[config.mk]
export PLATFORM = sky130hd
export DESIGN_NAME = pipe_ctrl
export DESIGN_NICKNAME = d
export VERILOG_FILES = /design/src/rtl/pipe_ctrl.sv
export SDC_FILE = /design/constraint.sdc
export NUM_CORES = 1
export LEC_CHECK = 0
export CORE_MARGIN = 3
export CORE_UTILIZATION = 41
export DETAILED_ROUTE_END_ITERATION = 16
export PLACE_DENSITY = 0.77
export SLEW_MARGIN = 25
export SYNTH_ARGS = -nofsm -noshare
export SYNTH_HDL_FRONTEND = slang
export SYNTH_SLANG_ARGS = --single-unit
[constraint.sdc]
create_clock -name clk -period 2.47 [get_ports clk]
set_clock_uncertainty 0.05 [all_clocks]
set_input_delay 0.247 -clock clk [delete_from_list [all_inputs] [get_ports clk]]
set_output_delay 0.247 -clock clk [all_outputs]
set_load 0.005 [all_outputs]
[src/rtl/pipe_ctrl.sv]
// Central pipeline controller for the five-stage toy CPU.
// Merges ID, EX and MEM stall requests into one stall vector. It also
// sequences the multi-cycle EX divide and the exception freeze/flush redirect.
module pipe_ctrl #(
    parameter int unsigned DIV_CYCLES = 32,
    parameter int unsigned CNT_W      = 6
) (
    input  logic        clk,
    input  logic        rst,
    input  logic        id_stall_req,
    input  logic        ex_div_start,
    input  logic        mem_stall_req,
    input  logic        excp_req,
    input  logic [31:0] excp_vec,
    output logic [5:0]  stall,
    output logic        flush,
    output logic [31:0] new_pc,
    output logic        div_busy,
    output logic        div_done
);

    typedef enum logic [1:0] {
        IDLE  = 2'd0,
        DIV   = 2'd1,
        FLUSH = 2'd2
    } state_t;

    // Stall vector encodings; bit5 is reserved and stays 0.
    localparam logic [5:0] STALL_NONE = 6'b000000;
    localparam logic [5:0] STALL_ID   = 6'b000111;
    localparam logic [5:0] STALL_EX   = 6'b001111;
    localparam logic [5:0] STALL_ALL  = 6'b011111;

    localparam logic [CNT_W-1:0] CNT_LOAD = CNT_W'(DIV_CYCLES - 1);
    localparam logic [CNT_W-1:0] CNT_ONE  = CNT_W'(1);

    state_t             state_q;
    logic [CNT_W-1:0]   cnt_q;
    logic [31:0]        new_pc_q;

    logic               cnt_zero;
    logic               ex_div_stall;

    assign cnt_zero = (cnt_q == '0);

    // EX holds the pipe from the start cycle until the counter runs out.
    assign ex_div_stall = ((state_q == DIV) && !cnt_zero) ||
                          ((state_q == IDLE) && ex_div_start);

    // Prioritised stall/flush decode. Outputs are forced low while reset is
    // asserted so they drop asynchronously, even with requests active.
    always_comb begin
        stall = STALL_NONE;
        flush = 1'b0;
        if (rst) begin
            stall = STALL_NONE;
            flush = 1'b0;
        end else if (state_q == FLUSH) begin
            flush = 1'b1;
        end else if (excp_req) begin
            stall = STALL_ALL;
        end else if (mem_stall_req) begin
            stall = STALL_ALL;
        end else if (ex_div_stall) begin
            stall = STALL_EX;
        end else if (id_stall_req) begin
            stall = STALL_ID;
        end
    end

    // Divide status. An exception in the done cycle aborts the divide, so no
    // done pulse is produced then.
    always_comb begin
        div_busy = !rst && (state_q == DIV);
        div_done = !rst && (state_q == DIV) && cnt_zero && !excp_req;
    end

    assign new_pc = new_pc_q;

    // Control FSM: state, divide down-counter and the latched redirect target.
    always_ff @(posedge clk or posedge rst) begin
        if (rst) begin
            state_q  <= IDLE;
            cnt_q    <= '0;
            new_pc_q <= '0;
        end else begin
            case (state_q)
                IDLE: begin
                    if (excp_req) begin
                        state_q  <= FLUSH;
                        new_pc_q <= excp_vec;
                    end else if (ex_div_start) begin
                        state_q <= DIV;
                        cnt_q   <= CNT_LOAD;
                    end
                end
                DIV: begin
                    // The divider keeps counting through memory stalls.
                    if (excp_req) begin
                        state_q  <= FLUSH;
                        new_pc_q <= excp_vec;
                        cnt_q    <= '0;
                    end else if (cnt_zero) begin
                        state_q <= IDLE;
                    end else begin
                        cnt_q <= cnt_q - CNT_ONE;
                    end
                end
                FLUSH: begin
                    state_q <= IDLE;
                end
                default: begin
                    state_q <= IDLE;
                    cnt_q   <= '0;
                end
            endcase
        end
    end

endmodule

## Word level (Yosys, flattened, before mapping)

Cells that the tools add are included.

- Output and inout bits: 41
- Bits of input ports: 38
- Word-level logic and storage cells: 45
- Register bits after elaboration: 40

- Equality and inequality tests: 7
- Mux-type cells: 18
- Bitwise gates (word level): 1
- Reductions and logical operators: 15
- Add/subtract/negate cells: 1

Operators with widths:

| kind | count |
|---|---|
| 6-bit two-way mux | 4 |
| 5-bit two-way mux | 4 |
| 6-bit one-hot mux with 3 select lines | 1 |
| 3-bit inequality test (second input constant) | 3 |
| 2-bit two-way mux | 4 |
| 6-bit logical NOT | 1 |
| 6-bit by 1-bit subtractor with 6-bit output (second input constant) | 1 |
| 1-bit logical AND | 5 |
| 4-bit two-way mux | 1 |
| 2-bit inequality test (second input constant) | 2 |
| 2-bit one-hot mux with 2 select lines | 1 |
| 2-bit AND reduction | 2 |
| 4-bit AND reduction | 1 |
| 1-bit logical NOT | 3 |
| 3-bit two-way mux | 1 |
| 2-bit by 1-bit == test with 1-bit output (second input constant) | 1 |
| 2-bit == test (second input constant) | 1 |
| 2-bit logical NOT | 1 |
| 1-bit two-way mux | 2 |
| 2-bit OR reduction | 1 |
| 1-bit logical OR | 1 |
| 1-bit inverter | 1 |

## Depth between registers and ports, before layout

- Depth in word-level cells: 9
- Depth in mapped cells: 7
- Mapped depth without buffers: 6

## Least setup slack after synthesis

No wires, ideal clock.

- Kind: register to output
- Start point: reg cnt_q[0]
- End point: out stall[1]
- Path buffers: 1
- Stages on the path, launching flop included: 8
- Required time: 2.173 ns
- Path slack: 0.484 ns
- Data arrival time: 1.689 ns
- Cell sequence: dfrtp_1 -> inv_1 -> ha_1 -> or4b_1 -> nor2_1 -> nor2_1 -> o221a_2 -> buf_4

- Word-level cells in the longest chain between the ends: 9

Ends and longest elaborated chain:

| item | line | RTL |
|---|---|---|
| start: declaration | 38 | `logic [CNT_W-1:0] cnt_q;` |
| start signal: assignment | 106 | `cnt_q <= cnt_q - CNT_ONE;` |
| 6-bit logical NOT | 44 | `assign cnt_zero = (cnt_q == '0);` |
| 1-bit logical NOT | 47 | `assign ex_div_stall = ((state_q == DIV) && !cnt_zero) \|\|` |
| 1-bit logical AND | 47 |  |
| 1-bit logical OR | 47 |  |
| 4-bit two-way mux | 64 | `end else if (ex_div_stall) begin` |
| 5-bit two-way mux | 62 | `end else if (mem_stall_req) begin` |
| 5-bit two-way mux | 60 | `end else if (excp_req) begin` |
| 5-bit two-way mux | 58 | `end else if (state_q == FLUSH) begin` |
| 5-bit two-way mux | 55 | `if (rst) begin` |
| end: declaration | 15 | `output logic [5:0] stall,` |

No other way between the ends.

## Final worst setup path

- Start point: reg cnt_q[0]
- End point: out stall[3]

The elaborated chain is that of the path after synthesis.

==> results.py <==
metrics = {
    "sta": {
        "fin_crit_ns": 2.37,
        "report.final.slew_viol_count": 0,
        "rsz0062_at_grt": "false",
        "maxSlewHeadroom": 0.654,
        "finalSetupTns_ns": 0,
        "tightest_slew_ns": 0.519,
        "fin_ws_ns": 0.0986,
        "final-setup-viol-count": 0,
        "period_share": 0.960,
        "hold_viol_final": 0,
        "max_freq_mhz": 422,
    },
    "global_routing": {
        "grtUsageTotal": 0.179,
        "grt_pass1_vias": 1533,
        "grt_pass1_wl_mm": 7.17,
        "antenna_found_initial": 0,
        "grt_max_degree": 34,
        "grt_overflow": 0,
    },
    "logic_synthesis": {
        "yosys.area_share.simple": 0.0922,
        "syn_area_sq_um": 1790,
        "synth-edff-count": 0,
        "syn-num-nets": 182,
        "synthMuxAreaShare": 0.201,
        "ys_seq_area_frac": 0.559,
        "synth-xor-area-share": 0,
        "synth_adder_area_share": 0.0140,
        "ys_ff_latch": 40,
        "synth.distinct_cells": 30,
        "synth_warnings": 0,
        "synth-main-ff-cell": "dfrtp_1",
        "synth-compound-area-share": 0.0957,
        "avgSynthCellArea_sq_um": 12.6,
        "synth_top_family_by_area": "multiplexers",
        "synthCells": 142,
        "async_flop_share": 1.00,
    },
    "detailed_routing": {
        "via_per_inst": 5.11,
        "route.vias.total": 1404,
        "drtIter0Drc": 68,
        "drtAntennaViolNets": 0,
        "drt-total-wl_mm": 4.27,
        "dr.pass1.iters": 5,
        "drc": 0,
        "wl_per_cell_um": 15.5,
    },
    "clocking": {
        "cts-root-buf": "clkbuf_8",
        "clock-sinks": 40,
        "cts_made_buffers": 5,
        "cts.clk_slew.worst_paths_ns": 0.07,
        "clock_latency_ns": 0.29,
        "htree_num_levels": 2,
        "ctsHoldBuffers": 0,
        "clockBufferDepth": 2,
        "cts_tree": "yes",
    },
    "critical_path": {
        "cp.arrival_ns": 2.07,
        "required_ns": 2.17,
        "cp_max_fo": 3,
        "crit_type": "reg2out",
        "endpoint_kind": "output port",
        "critPathLaunchType": "flop",
    },
    "final_layout": {
        "antenna_cells": 0,
        "utilization": 0.670,
        "final_cells": 275,
        "area_growth_pct": 53.8,
        "fin_area_sq_um": 2760,
        "nets": 265,
        "drive_above_1_share": 0.258,
    },
    "die": {
        "std_cell_rows": 23,
        "start_util": 0.435,
        "io_pins": 79,
        "die_h_um": 72.1,
        "dieArea_sq_um": 5200,
        "die_x_um": 72.1,
        "core_area_sq_um": 4120,
    },
    "placed_design": {
        "dp.cells": 265,
        "port-buffer-count": 77,
        "gp_congestion": 0.927,
        "detailed_place_hpwl_mm": 3.24,
        "placed_area_sq_um": 2630,
        "pre_cts_ws_ns": 0.153,
    },
    "power": {
        "ir_worst_vdd_mv": 0.435,
        "p_leak_uw": 0.00115,
        "power_density_nw_per_um2": 639,
    },
    "status": {
        "status": "completed",
    },
    "job": {
        "drv_cap": 0,
    },
    "min_path": {
        "hold_class": "in2async",
    },
}
critical path, cell delays in order (launching register included):
cell           delay, ns
dfrtp_1             0.39
inv_2               0.06
ha_1                0.15
or4b_4              0.49
nor2_4              0.13
nor2_1              0.07
o221a_2             0.25
dlygate4sd2_1       0.26
power breakdown:
part	switching, uW	internal, uW
logic	180	339
clock network	211	192
registers	79.1	758
total	470	1290
cells in the final DEF, fill, tap and decap left out, types with 3 or more instances in the layout:
cell / count
a21oi_1: 5
a22o_1: 3
buf_4: 8
clkbuf_8: 5
clkdlybuf4s50_1: 72
dfrtp_1: 40
dlygate4sd2_1: 4
mux2_2: 32
nand2_1: 4
nand2b_1: 3
nor2_1: 9
nor3_1: 3
o21ai_0: 7
Yosys cell counts, types with 2 or more instances:
library cell  instances  area share
dfrtp_1              40        0.56
mux2_2               32        0.20
nor2_1               10       0.021
o21ai_0               7       0.020
a21oi_1               5       0.014
buf_2                 4       0.011
nand2_1               4      0.0084
a22o_1                3       0.015
buf_4                 3       0.013
clkbuf_1              3      0.0063
inv_1                 3      0.0063
nand2b_1              3       0.010
nor3_1                3      0.0084
ha_1                  2       0.014
nor2b_1               2      0.0070
o221a_2               2       0.013
o31ai_1               2      0.0084
or4b_1                2       0.011
registers in the layout (all words and copies together), names as in the netlist:
register	count
new_pc	32
state_q	2
cnt_q	6
cell families after synthesis:
group                    after synthesis
AND/OR/NAND/NOR                       30
adder cells (fa/ha/maj)                2
flip-flops                            40
multiplexers                          32
buffers and inverters                 13
AO/OA/AOI/OAI                         24
other                                  1
through the flow:
stage	total power, uW	hold slack (ns)
final	1760	0.352
after global routing	1860	0.386
after CTS	1770	0.364
after detailed placement	1340	0.445
after global placement	1320	0.435
after floorplan	1040	0.349
worst paths after layout:
kind / from / to / slack (ns) / cells after the start
worst max-delay path: cnt_q[0] / stall[3] / 0.1 / 7
worst min-delay path: rst / new_pc[28] / 0.35 / 3
worst max register to register: cnt_q[0] / cnt_q[2] / 0.49 / 7
worst min register to register: new_pc[21] / new_pc[21] / 0.46 / 1
max in group asynchronous: rst / new_pc[24] / 1.68 / 3
min in group clk: new_pc[21] / new_pc[21] / 0.46 / 1
routing by layer:
layer	global-route usage	vias to the layer above	share of wire
met5	0	-	0
met4	0.0689	0	0.016
met3	0.0762	9	0.099
met2	0.292	60	0.51
met1	0.209	674	0.37
li1	-	661	-
final cells by class:
| class | count | area (sq um) |
|---|---|---|
| fill | 326 | 1360 |
| multi-input combinational | 89 | 754 |
| timing repair buffer | 86 | 848 |
| clock inverter | 1 | 5.00 |
| inverter | 3 | 11.3 |
| tap | 50 | 62.6 |
| sequential | 40 | 1000 |
| clock buffer | 6 | 72.6 |
what timing repair did:
item                                    CTS  global route
resized for setup                         8             4
pin swaps                                 1             0
endpoints found under the setup margin    5             5
buffers inserted                          2             1
Power figures use the tool's default switching activity.
